<file path="src/rtl/prediction_update_scheduler.sv">
// prediction_update_scheduler
//   Single write-port scheduler for the branch prediction table.
//   - hi requests (EX stage) win the port outright.
//   - lo requests (ID stage) wait in a small FIFO.
//   - After reset and on flush_req, every table entry is written with COUNTER_INIT_VALUE.
//   - A hi write to index X invalidates any queued lo entry for X, so an older ID
//     update can never land after a newer EX update.
// Optional feature macro: PUS_STATS_EN adds the stat_dropped / stat_superseded counters.
module prediction_update_scheduler #(
  parameter int INDEX_WIDTH        = 8,
  parameter int COUNTER_WIDTH      = 2,
  parameter int COUNTER_INIT_VALUE = 0,
  parameter int FIFO_AW            = 2
) (
  input  logic                     clk,
  input  logic                     rst_n,
  input  logic                     flush_req,
  input  logic                     hi_valid,
  input  logic [INDEX_WIDTH-1:0]   hi_index,
  input  logic [COUNTER_WIDTH-1:0] hi_count,
  input  logic                     lo_valid,
  input  logic [INDEX_WIDTH-1:0]   lo_index,
  input  logic [COUNTER_WIDTH-1:0] lo_count,
  output logic                     lo_ready,
`ifdef PUS_STATS_EN
  output logic [15:0]              stat_dropped,
  output logic [15:0]              stat_superseded,
`endif
  output logic                     wr_en,
  output logic [INDEX_WIDTH-1:0]   wr_index,
  output logic [COUNTER_WIDTH-1:0] wr_count,
  output logic                     busy
);

  localparam int                     DEPTH    = 2 ** FIFO_AW;
  localparam logic [INDEX_WIDTH-1:0] LAST_IDX = '1;
  localparam logic [COUNTER_WIDTH-1:0] INIT_CNT = COUNTER_WIDTH'(COUNTER_INIT_VALUE);

  typedef enum logic [0:0] {ST_SWEEP = 1'b0, ST_RUN = 1'b1} state_t;

  state_t                   state_r, state_s;
  logic [INDEX_WIDTH-1:0]   sweep_ptr_r, sweep_ptr_s;
  logic [FIFO_AW:0]         rd_ptr_r, wr_ptr_r;
  logic [INDEX_WIDTH-1:0]   fifo_idx_r [DEPTH];
  logic [COUNTER_WIDTH-1:0] fifo_cnt_r [DEPTH];
  logic [DEPTH-1:0]         fifo_vld_r;

  logic                     wr_en_s;
  logic [INDEX_WIDTH-1:0]   wr_index_s;
  logic [COUNTER_WIDTH-1:0] wr_count_s;
  logic                     busy_s;

  logic                     fifo_full_s, fifo_empty_s;
  logic [FIFO_AW-1:0]       head_slot_s, tail_slot_s;
  logic                     run_s, hi_take_s, pop_s, push_s, lo_stale_s;
  logic [DEPTH-1:0]         match_s;

  assign head_slot_s  = rd_ptr_r[FIFO_AW-1:0];
  assign tail_slot_s  = wr_ptr_r[FIFO_AW-1:0];
  assign fifo_empty_s = (rd_ptr_r == wr_ptr_r);
  assign fifo_full_s  = (rd_ptr_r[FIFO_AW] != wr_ptr_r[FIFO_AW]) &&
                        (head_slot_s == tail_slot_s);
  assign lo_ready     = !fifo_full_s && (state_r == ST_RUN);

  // Per-cycle decode of what the RUN datapath does this edge
  always_comb begin
    run_s      = (state_r == ST_RUN) && !flush_req;
    hi_take_s  = run_s && hi_valid;
    pop_s      = run_s && !hi_valid && !fifo_empty_s;
    push_s     = run_s && lo_valid && lo_ready;
    lo_stale_s = hi_take_s && (lo_index == hi_index);
    for (int i = 0; i < DEPTH; i++) begin
      match_s[i] = fifo_vld_r[i] && (fifo_idx_r[i] == hi_index);
    end
  end

  // State and sweep pointer registers
  always_ff @(posedge clk or negedge rst_n) begin
    if (!rst_n) begin
      state_r     <= ST_SWEEP;
      sweep_ptr_r <= '0;
    end else begin
      state_r     <= state_s;
      sweep_ptr_r <= sweep_ptr_s;
    end
  end

  // Next-state: sweep until the last index is written, flush always restarts it
  always_comb begin
    state_s = state_r;
    case (state_r)
      ST_SWEEP: begin
        if (flush_req)                   state_s = ST_SWEEP;
        else if (sweep_ptr_r == LAST_IDX) state_s = ST_RUN;
        else                             state_s = ST_SWEEP;
      end
      ST_RUN: begin
        if (flush_req) state_s = ST_SWEEP;
        else           state_s = ST_RUN;
      end
      default: state_s = ST_SWEEP;
    endcase
  end

  // Output decode: next values of the registered write port and sweep pointer
  always_comb begin
    wr_en_s     = 1'b0;
    wr_index_s  = wr_index;
    wr_count_s  = wr_count;
    sweep_ptr_s = sweep_ptr_r;
    busy_s      = (state_s == ST_SWEEP);
    if (flush_req) begin
      sweep_ptr_s = '0;
    end else begin
      case (state_r)
        ST_SWEEP: begin
          wr_en_s     = 1'b1;
          wr_index_s  = sweep_ptr_r;
          wr_count_s  = INIT_CNT;
          sweep_ptr_s = sweep_ptr_r + INDEX_WIDTH'(1);
        end
        ST_RUN: begin
          if (hi_valid) begin
            wr_en_s    = 1'b1;
            wr_index_s = hi_index;
            wr_count_s = hi_count;
          end else if (pop_s && fifo_vld_r[head_slot_s]) begin
            wr_en_s    = 1'b1;
            wr_index_s = fifo_idx_r[head_slot_s];
            wr_count_s = fifo_cnt_r[head_slot_s];
          end else begin
            wr_en_s    = 1'b0;
          end
        end
        default: wr_en_s = 1'b0;
      endcase
    end
  end

  // Registered table write port and busy flag
  always_ff @(posedge clk or negedge rst_n) begin
    if (!rst_n) begin
      wr_en    <= 1'b0;
      wr_index <= '0;
      wr_count <= INIT_CNT;
      busy     <= 1'b1;
    end else begin
      wr_en    <= wr_en_s;
      wr_index <= wr_index_s;
      wr_count <= wr_count_s;
      busy     <= busy_s;
    end
  end

  // lo FIFO: supersede on hi, pop clears the slot valid bit, push writes the tail
  always_ff @(posedge clk or negedge rst_n) begin
    if (!rst_n) begin
      rd_ptr_r   <= '0;
      wr_ptr_r   <= '0;
      fifo_vld_r <= '0;
      for (int i = 0; i < DEPTH; i++) begin
        fifo_idx_r[i] <= '0;
        fifo_cnt_r[i] <= '0;
      end
    end else if (flush_req) begin
      rd_ptr_r   <= '0;
      wr_ptr_r   <= '0;
      fifo_vld_r <= '0;
    end else begin
      if (hi_take_s) begin
        fifo_vld_r <= fifo_vld_r & ~match_s;
      end
      if (pop_s) begin
        rd_ptr_r                <= rd_ptr_r + (FIFO_AW+1)'(1);
        fifo_vld_r[head_slot_s] <= 1'b0;
      end
      if (push_s) begin
        wr_ptr_r                <= wr_ptr_r + (FIFO_AW+1)'(1);
        fifo_idx_r[tail_slot_s] <= lo_index;
        fifo_cnt_r[tail_slot_s] <= lo_count;
        fifo_vld_r[tail_slot_s] <= !lo_stale_s;
      end
    end
  end

`ifdef PUS_STATS_EN
  localparam int SW = $clog2(DEPTH + 2);

  logic          drop_s;
  logic [SW-1:0] sup_n_s;

  function automatic logic [15:0] sat_add(input logic [15:0] a, input logic [16:0] inc);
    logic [16:0] sum;
    sum = {1'b0, a} + inc;
    return sum[16] ? 16'hFFFF : sum[15:0];
  endfunction

  // Count lo drops and entries invalidated by a hi write this cycle
  always_comb begin
    drop_s  = (state_r == ST_RUN) && lo_valid && !lo_ready;
    sup_n_s = '0;
    if (hi_take_s) begin
      for (int i = 0; i < DEPTH; i++) begin
        sup_n_s = sup_n_s + SW'(match_s[i]);
      end
    end else begin
      sup_n_s = '0;
    end
    if (push_s && lo_stale_s) sup_n_s = sup_n_s + SW'(1);
    else                      sup_n_s = sup_n_s;
  end

  // Saturating statistics counters
  always_ff @(posedge clk or negedge rst_n) begin
    if (!rst_n) begin
      stat_dropped    <= 16'h0000;
      stat_superseded <= 16'h0000;
    end else begin
      stat_dropped    <= sat_add(stat_dropped, {16'h0000, drop_s});
      stat_superseded <= sat_add(stat_superseded, 17'(sup_n_s));
    end
  end
`endif

endmodule

</file>
<file path="config.mk">
export PLATFORM = sky130hd
export DESIGN_NAME = prediction_update_scheduler
export DESIGN_NICKNAME = d
export VERILOG_FILES = /design/src/rtl/prediction_update_scheduler.sv
export SDC_FILE = /design/constraint.sdc
export NUM_CORES = 1
export LEC_CHECK = 0
export BUFFER_PORTS_ARGS = -buffer_cell sky130_fd_sc_hd__buf_2
export CORE_ASPECT_RATIO = 1.4
export CORE_MARGIN = 2
export CORE_UTILIZATION = 50
export DETAILED_ROUTE_END_ITERATION = 8
export HOLD_SLACK_MARGIN = 0.08
export PLACE_DENSITY = 0.69
export SYNTH_ARGS = -nofsm -noshare
export SYNTH_HDL_FRONTEND = slang
export SYNTH_SLANG_ARGS = --single-unit
</file>
<file path="constraint.sdc">
create_clock -name clk -period 4.8 [get_ports clk]
set_clock_uncertainty 0.15 [all_clocks]
set_input_delay 0.24 -clock clk [delete_from_list [all_inputs] [get_ports clk]]
set_output_delay 0.24 -clock clk [all_outputs]
set_load 0.01 [all_outputs]
</file>
==> results of run 1 <==
-- worst min-delay path by stage --
stage | to | cells past startpoint | slack, ns
global placement | wr_index[5]$_DFFE_PN0P_ | 1 | 0.33
CTS | wr_count[1]$_DFFE_PN0P_ | 4 | 0.12
global route | wr_count[1]$_DFFE_PN0P_ | 4 | 0.16
detailed placement | wr_index[3]$_DFFE_PN0P_ | 1 | 0.34
finish | wr_count[1]$_DFFE_PN0P_ | 4 | 0.13
floorplan | fifo_cnt_r[0]$_DFFE_PN0P_ | 0 | -0.21
-- power by group --
part	internal, uW	switching (uW)	total, uW
logic	46.9	61.0	108
clock network	201	227	428
registers	609	9.80	619
-- cell usage in the layout, fill, tap and decap left out, drive strengths merged, types with 11 or more instances in the layout --
master / n
nand2: 36
mux2: 50
dlygate4sd3: 11
dfrtp: 70
mux4: 11
nor2: 23
buf: 41
xnor2: 18
xor2: 35
clkbuf: 11
-- registers in the layout (all words and copies together), names as in the netlist --
signal       count
fifo_vld_r       4
wr_count         2
wr_index         8
fifo_idx_r      32
fifo_cnt_r       8
sweep_ptr_r      8
rd_ptr_r         3
wr_en            1
wr_ptr_r         3
busy             1
state_r          1
-- layout make-up --
| cell class | count | area share |
|---|---|---|
| Inverter | 7 | 0.00591 |
| Clock buffer | 11 | 0.0318 |
| Multi-Input combinational cell | 242 | 0.453 |
| Tap cell | 100 | 0.0282 |
| Timing Repair Buffer | 52 | 0.0732 |
| Sequential cell | 71 | 0.400 |
| Clock inverter | 5 | 0.00760 |
-- routing by layer --
metal / vias up / GRT usage
met2: 38 / 0.381
li1: 1264 / -
met1: 1354 / 0.269
met4: 0 / 0.0973
met3: 12 / 0.0364
met5: - / 0
-- metrics by stage --
| stage | utilization | hold slack, ns | area, um2 | std cells | power (uW) |
|---|---|---|---|---|---|
| 4_1_cts | 0.577 | 0.124 | 4440 | 488 | 1170 |
| 6_report | 0.577 | 0.132 | 4440 | 488 | 1150 |
| 3_3_place_gp | 0.540 | 0.334 | 4160 | 461 | 730 |
| 5_1_grt | 0.577 | 0.158 | 4440 | 488 | 1200 |
| 2_1_floorplan | - | -0.206 | 3930 | 344 | 686 |
| 3_5_place_dp | 0.540 | 0.343 | 4160 | 461 | 732 |
-- critical path: stages (launching register included) --
cell and delay, ns:
dfrtp_1 0.76, xnor2_1 0.20, and3b_1 0.33, nor3_2 0.91, mux2_2 0.43
-- cells by family after synthesis --
family | after synthesis | share of synthesized area
AO/OA/AOI/OAI | 23 | 0.0366
XOR/XNOR | 53 | 0.118
adder cells (fa/ha/maj) | 9 | 0.0286
buffers and inverters | 31 | 0.0359
flip-flops | 71 | 0.452
multiplexers | 62 | 0.209
AND/OR/NAND/NOR | 95 | 0.120
-- cell usage after synthesis, types with 2 or more instances --
master | number | area [um2]
a21oi_1 | 5 | 25.0
a31oi_1 | 9 | 56.3
a41oi_1 | 2 | 17.5
buf_2 | 2 | 10.0
buf_4 | 6 | 45.0
clkbuf_1 | 15 | 56.3
dfrtp_1 | 70 | 1750
ha_1 | 9 | 113
inv_1 | 7 | 26.3
mux2_2 | 49 | 552
mux4_2 | 11 | 248
nand2_1 | 36 | 135
nand3_1 | 4 | 20.0
nand4_1 | 4 | 25.0
nand4b_1 | 4 | 35.0
nor2_1 | 23 | 86.3
nor2b_1 | 2 | 12.5
nor3_1 | 5 | 25.0
nor3_2 | 3 | 30.0
nor4_1 | 5 | 31.3
o21ai_0 | 6 | 30.0
xnor2_1 | 18 | 158
xor2_1 | 35 | 307
-- timing repair --
item	4_1_cts	5_1_grt
setup endpoints to repair	0	0
hold buffers	11	0
endpoints found under the hold margin	110	0
==> qor.yml, run 1 <==
status: "complete, no violations"
path_max_fanout: 15
syn_to_final_growth_pct: 13.0
synth_cell_types: 37
avgRoutedWirePerCell_um: 17.5
post_synth.cell_area_avg_um2: 11.4
hold_start: "hi_count[1]"
critPathCaptureType: "flip-flop"
r2r_start: "rd_ptr_r[1]$_DFFE_PN0P_"
max-vdd-ir-drop_uv: 176
drt_wl_total_um: 8520
drc: 0
grt_usage: 0.220
viasPerCell: 5.47
ios: 38
setup_viol: 0
final-seq-area_um2: 1780
grt_setup_unrepaired: "false"
grt_first_pass_wirelength_um: 14100
clockBufferDepth: 2
slew_headroom: 0.257
gp_congestion: 0.857
pre_cts_ws_ns: 1.91
grt_pass1_vias: 2778
syn-cell-area_um2: 3930
synthFlopType: "dfrtp_1"
drive_gt1_frac: 0.317
core_area_um2: 7700
synth-seq-cells: 71
via_count: 2668
cts_resized: 0
cp-endpoint: "fifo_idx_r[11]$_DFFE_PN0P_"
fillCellCount: 677
io_buffers: 37
synth_cells: 344
diodes: 0
nets: 417
hold_viol_final: 0
fmax_mhz: 344
cts-root-buf: "clkbuf_8"
dr_wl_met3_um: 220
cts_buffers: 9
ant_nets: 0
path_class: "reg -> reg"
grt_max_degree: 72
fp-row-count: 38
dieArea_um2: 8600
slew_viol_final: 0
fp.dieH_um: 109
p_leak_uw: 0.00207
finalSetupTns_ns: 0
multiInputGateArea_um2: 2010
synth-async-reset-ratio: 1.00
postCtsSetupRepairBufs: 0
r2r_cells: 4
fin_ws_ns: 1.89
clkSlewWorstSetupHoldPaths_ns: 0.08
fp.dieW_um: 79.0
cp.arrival_ns: 3.00
worst-r2r-setup-slack_ns: 1.89
antenna_found_initial: 0
ys_seq_area_frac: 0.452
tightest_slew_ns: 1.11
start_util: 0.511
grt_remaining_overflow: 0
htreeDepth: 3
p_per_area_nw_per_um2: 260
first_pass_iters: 4
wl_met1_um: 3630
cap_violations: 0
r2r-end: "fifo_idx_r[11]$_DFFE_PN0P_"
synth_edf_count: 0
wl_met2_um: 4490
hold_path_class: "in -> reg"
highest_layer: "met4"
cp-start-kind: "flip-flop"
drt_iter0_drc: 88
cp-startpoint: "rd_ptr_r[1]$_DFFE_PN0P_"
dp_hpwl_um: 6120
synth_nets: 378
clock-sinks: 71
yosysWarnings: 0
clock_latency_ns: 0.35
tritoncts: "done"
finalCriticalPeriod_ns: 2.91
period_share: 0.606
critical_path_required_ns: 4.89
Note: power is estimated with default switching activity, not from simulation.
==> inputs of run 2 (changes only) <==
==> constraint.sdc (replaced) <==
create_clock -name clk -period 3 [get_ports clk]
set_clock_uncertainty 0.15 [all_clocks]
set_input_delay 0.15 -clock clk [delete_from_list [all_inputs] [get_ports clk]]
set_output_delay 0.15 -clock clk [all_outputs]
set_load 0.01 [all_outputs]
==> qor.yml, run 2 (synthesis gave the netlist of run 1 again) <==
finalSetupTns_ns: 0  # unchanged
cts_resized: 0  # unchanged
viasPerCell: 5.49  # +0.47%
fp-row-count: 38  # unchanged
cp_cell_sequence: "xnor2_1, and3b_1, nor3_4, mux2_2"
met3_usage: 0.0364  # unchanged
tightest_slew_ns: 0.907  # -0.201 ns
fp.dieW_um: 79.0  # unchanged
critPathSlowestCell: "nor3_4"
grtUsageMet1: 0.268  # -0.000944
p_int_uw: 1610  # +88%
start_util: 0.511  # unchanged
fp.dieH_um: 109  # unchanged
final_cell_mix: "dfrtp_1, mux2_2, buf_2, nand2_1, xor2_1"
placed_cells: 466  # +1.1%
fillCellCount: 686  # +1.3%
top_register: "fifo_idx_r"
clockBufferDepth: 2  # unchanged
cp.buffers_inverters: 0  # unchanged
via_count: 2730  # +2.3%
cts-root-buf: "clkbuf_8"
gp_congestion: 0.852  # -0.65%
io_buffers: 37  # unchanged
diodes: 0  # unchanged
r2r-end: "fifo_cnt_r[0]$_DFFE_PN0P_"
critical_path_required_ns: 3.08  # -1.81 ns
avgRoutedWirePerCell_um: 17.0  # -2.8%
stdcell_area_um2: 4580  # +3.2%
drc: 0  # unchanged
cp-endpoint: "fifo_cnt_r[0]$_DFFE_PN0P_"
fin_ws_ns: 0.720  # -1.17 ns
ant_nets: 0  # unchanged
place_area_um2: 4200  # +0.90%
path_class: "reg -> reg"
cap_violations: 0  # unchanged
largest_reg_flops: 32  # unchanged
critPathCaptureType: "flip-flop"
grt_remaining_overflow: 0  # unchanged
cts_buffers: 9  # unchanged
drt_iter0_drc: 155  # +76%
path_depth: 4  # unchanged
grt_pass1_vias: 2765  # -0.47%
first_pass_iters: 4  # unchanged
worst-r2r-setup-slack_ns: 0.72  # -1.17 ns
p_per_area_nw_per_um2: 452  # +74%
antenna_found_initial: 0  # unchanged
core_area_um2: 7700  # unchanged
status: "complete, no violations"
grt_setup_unrepaired: "false"
grt_first_pass_wirelength_um: 14000  # -0.54%
r2r_cells: 4  # unchanged
p_sw_uw: 466  # +56%
cp.arrival_ns: 2.36  # -0.64 ns
period_share: 0.760  # +0.153
drive_gt1_frac: 0.320  # +0.00289
pre_cts_ws_ns: 0.722  # -1.18 ns
hold_start: "hi_index[5]"
max_stage_delay_ns: 0.60  # -0.31 ns
r2r_start: "wr_ptr_r[2]$_DFFE_PN0P_"
syn_to_final_growth_pct: 16.5
cp-startpoint: "wr_ptr_r[2]$_DFFE_PN0P_"
ios: 38  # unchanged
drt_wl_total_um: 8440  # -1.0%
path_delay_family: "simple AND/OR/NAND/NOR gates"
nets: 426  # +2.2%
p_leak_uw: 0.00214  # +3.5%
met2_usage: 0.358  # -0.0224
clock-sinks: 71  # unchanged
slew_headroom: 0.395  # +0.138
fmax_mhz: 439  # +28%
min_path_cells: 4  # unchanged
pwr-share-comb: 0.085  # -0.008
grt_max_degree: 72  # unchanged
tritoncts: "done"
hold_path_class: "in -> reg"
clock_latency_ns: 0.35  # about the same
seq_power_share: 0.477  # -0.059
layout.cells.non_filler: 497  # +1.8%
netSwitchingFraction: 0.225  # -0.0337
dp_hpwl_um: 6060  # -0.91%
finalCriticalPeriod_ns: 2.28  # -0.631 ns
clkSlewWorstSetupHoldPaths_ns: 0.07  # about the same
max-vdd-ir-drop_uv: 280  # +60%
finish.utilization: 0.595  # +0.0182
slew_viol_final: 0  # unchanged
htreeDepth: 3  # unchanged
cp-start-kind: "flip-flop"
path_max_fanout: 13  # -2
hold_viol_final: 0  # unchanged
setup_viol: 0  # unchanged
grt-busiest-layer: "met2"
dieArea_um2: 8600  # unchanged
power_frac_clock: 0.438  # +0.067
grt_usage: 0.216  # -0.00367
layout_commonest_cell: "dfrtp_1"
==> run 2: area by class of cell <==
type / count / area [um2] / share of cell area
Sequential cell: 71 / 1780 / 0.388
Clock inverter: 5 / 106 / 0.0232
Multi-Input combinational cell: 242 / 2010 / 0.439
Inverter: 7 / 26.3 / 0.00573
Timing Repair Buffer: 61 / 403 / 0.0879
Clock buffer: 11 / 131 / 0.0287
Tap cell: 100 / 125 / 0.0273
==> run 2: metrics by stage <==
step | total power [uW] | hold WS [ns]
floorplan | 1100 | -0.296
global placement | 1170 | 0.262
detailed placement | 1170 | 0.268
CTS | 2090 | 0.241
global route | 2160 | 0.279
finish | 2070 | 0.247
==> run 2: worst min path at each step <==
stage / endpoint
3_5_place_dp: wr_ptr_r[1]$_DFFE_PN0P_
5_1_grt: wr_index[3]$_DFFE_PN0P_
6_report: wr_index[5]$_DFFE_PN0P_
3_3_place_gp: wr_ptr_r[1]$_DFFE_PN0P_
2_1_floorplan: fifo_cnt_r[0]$_DFFE_PN0P_
4_1_cts: wr_index[3]$_DFFE_PN0P_
==> run 2: routing by layer <==
layer,wire (um),up-vias
met5,0,-
met4,296,0
met3,291,24
met2,4260,55
met1,3590,1372
li1,-,1279
==> run 2: timing repair <==
item	CTS	global route
hold endpoints to repair	117	0
setup buffers	0	0
hold buffers	15	0
==> run 2: power groups by stage <==
stage               registers, uW  logic [uW]  clock network (uW)
finish                        990         175                 909
detailed placement           1010         162                   0
global route                  991         194                 975
global placement             1010         161                   0
CTS                           989         177                 928
floorplan                    1010        90.2                   0
==> run 2: worst register-to-register path: cells and delay by family (launching register included) <==
kind | cells | cell delay [ns]
simple gates | 2 | 0.93
mux | 1 | 0.41
xor+xnor | 1 | 0.28
flops | 1 | 0.40
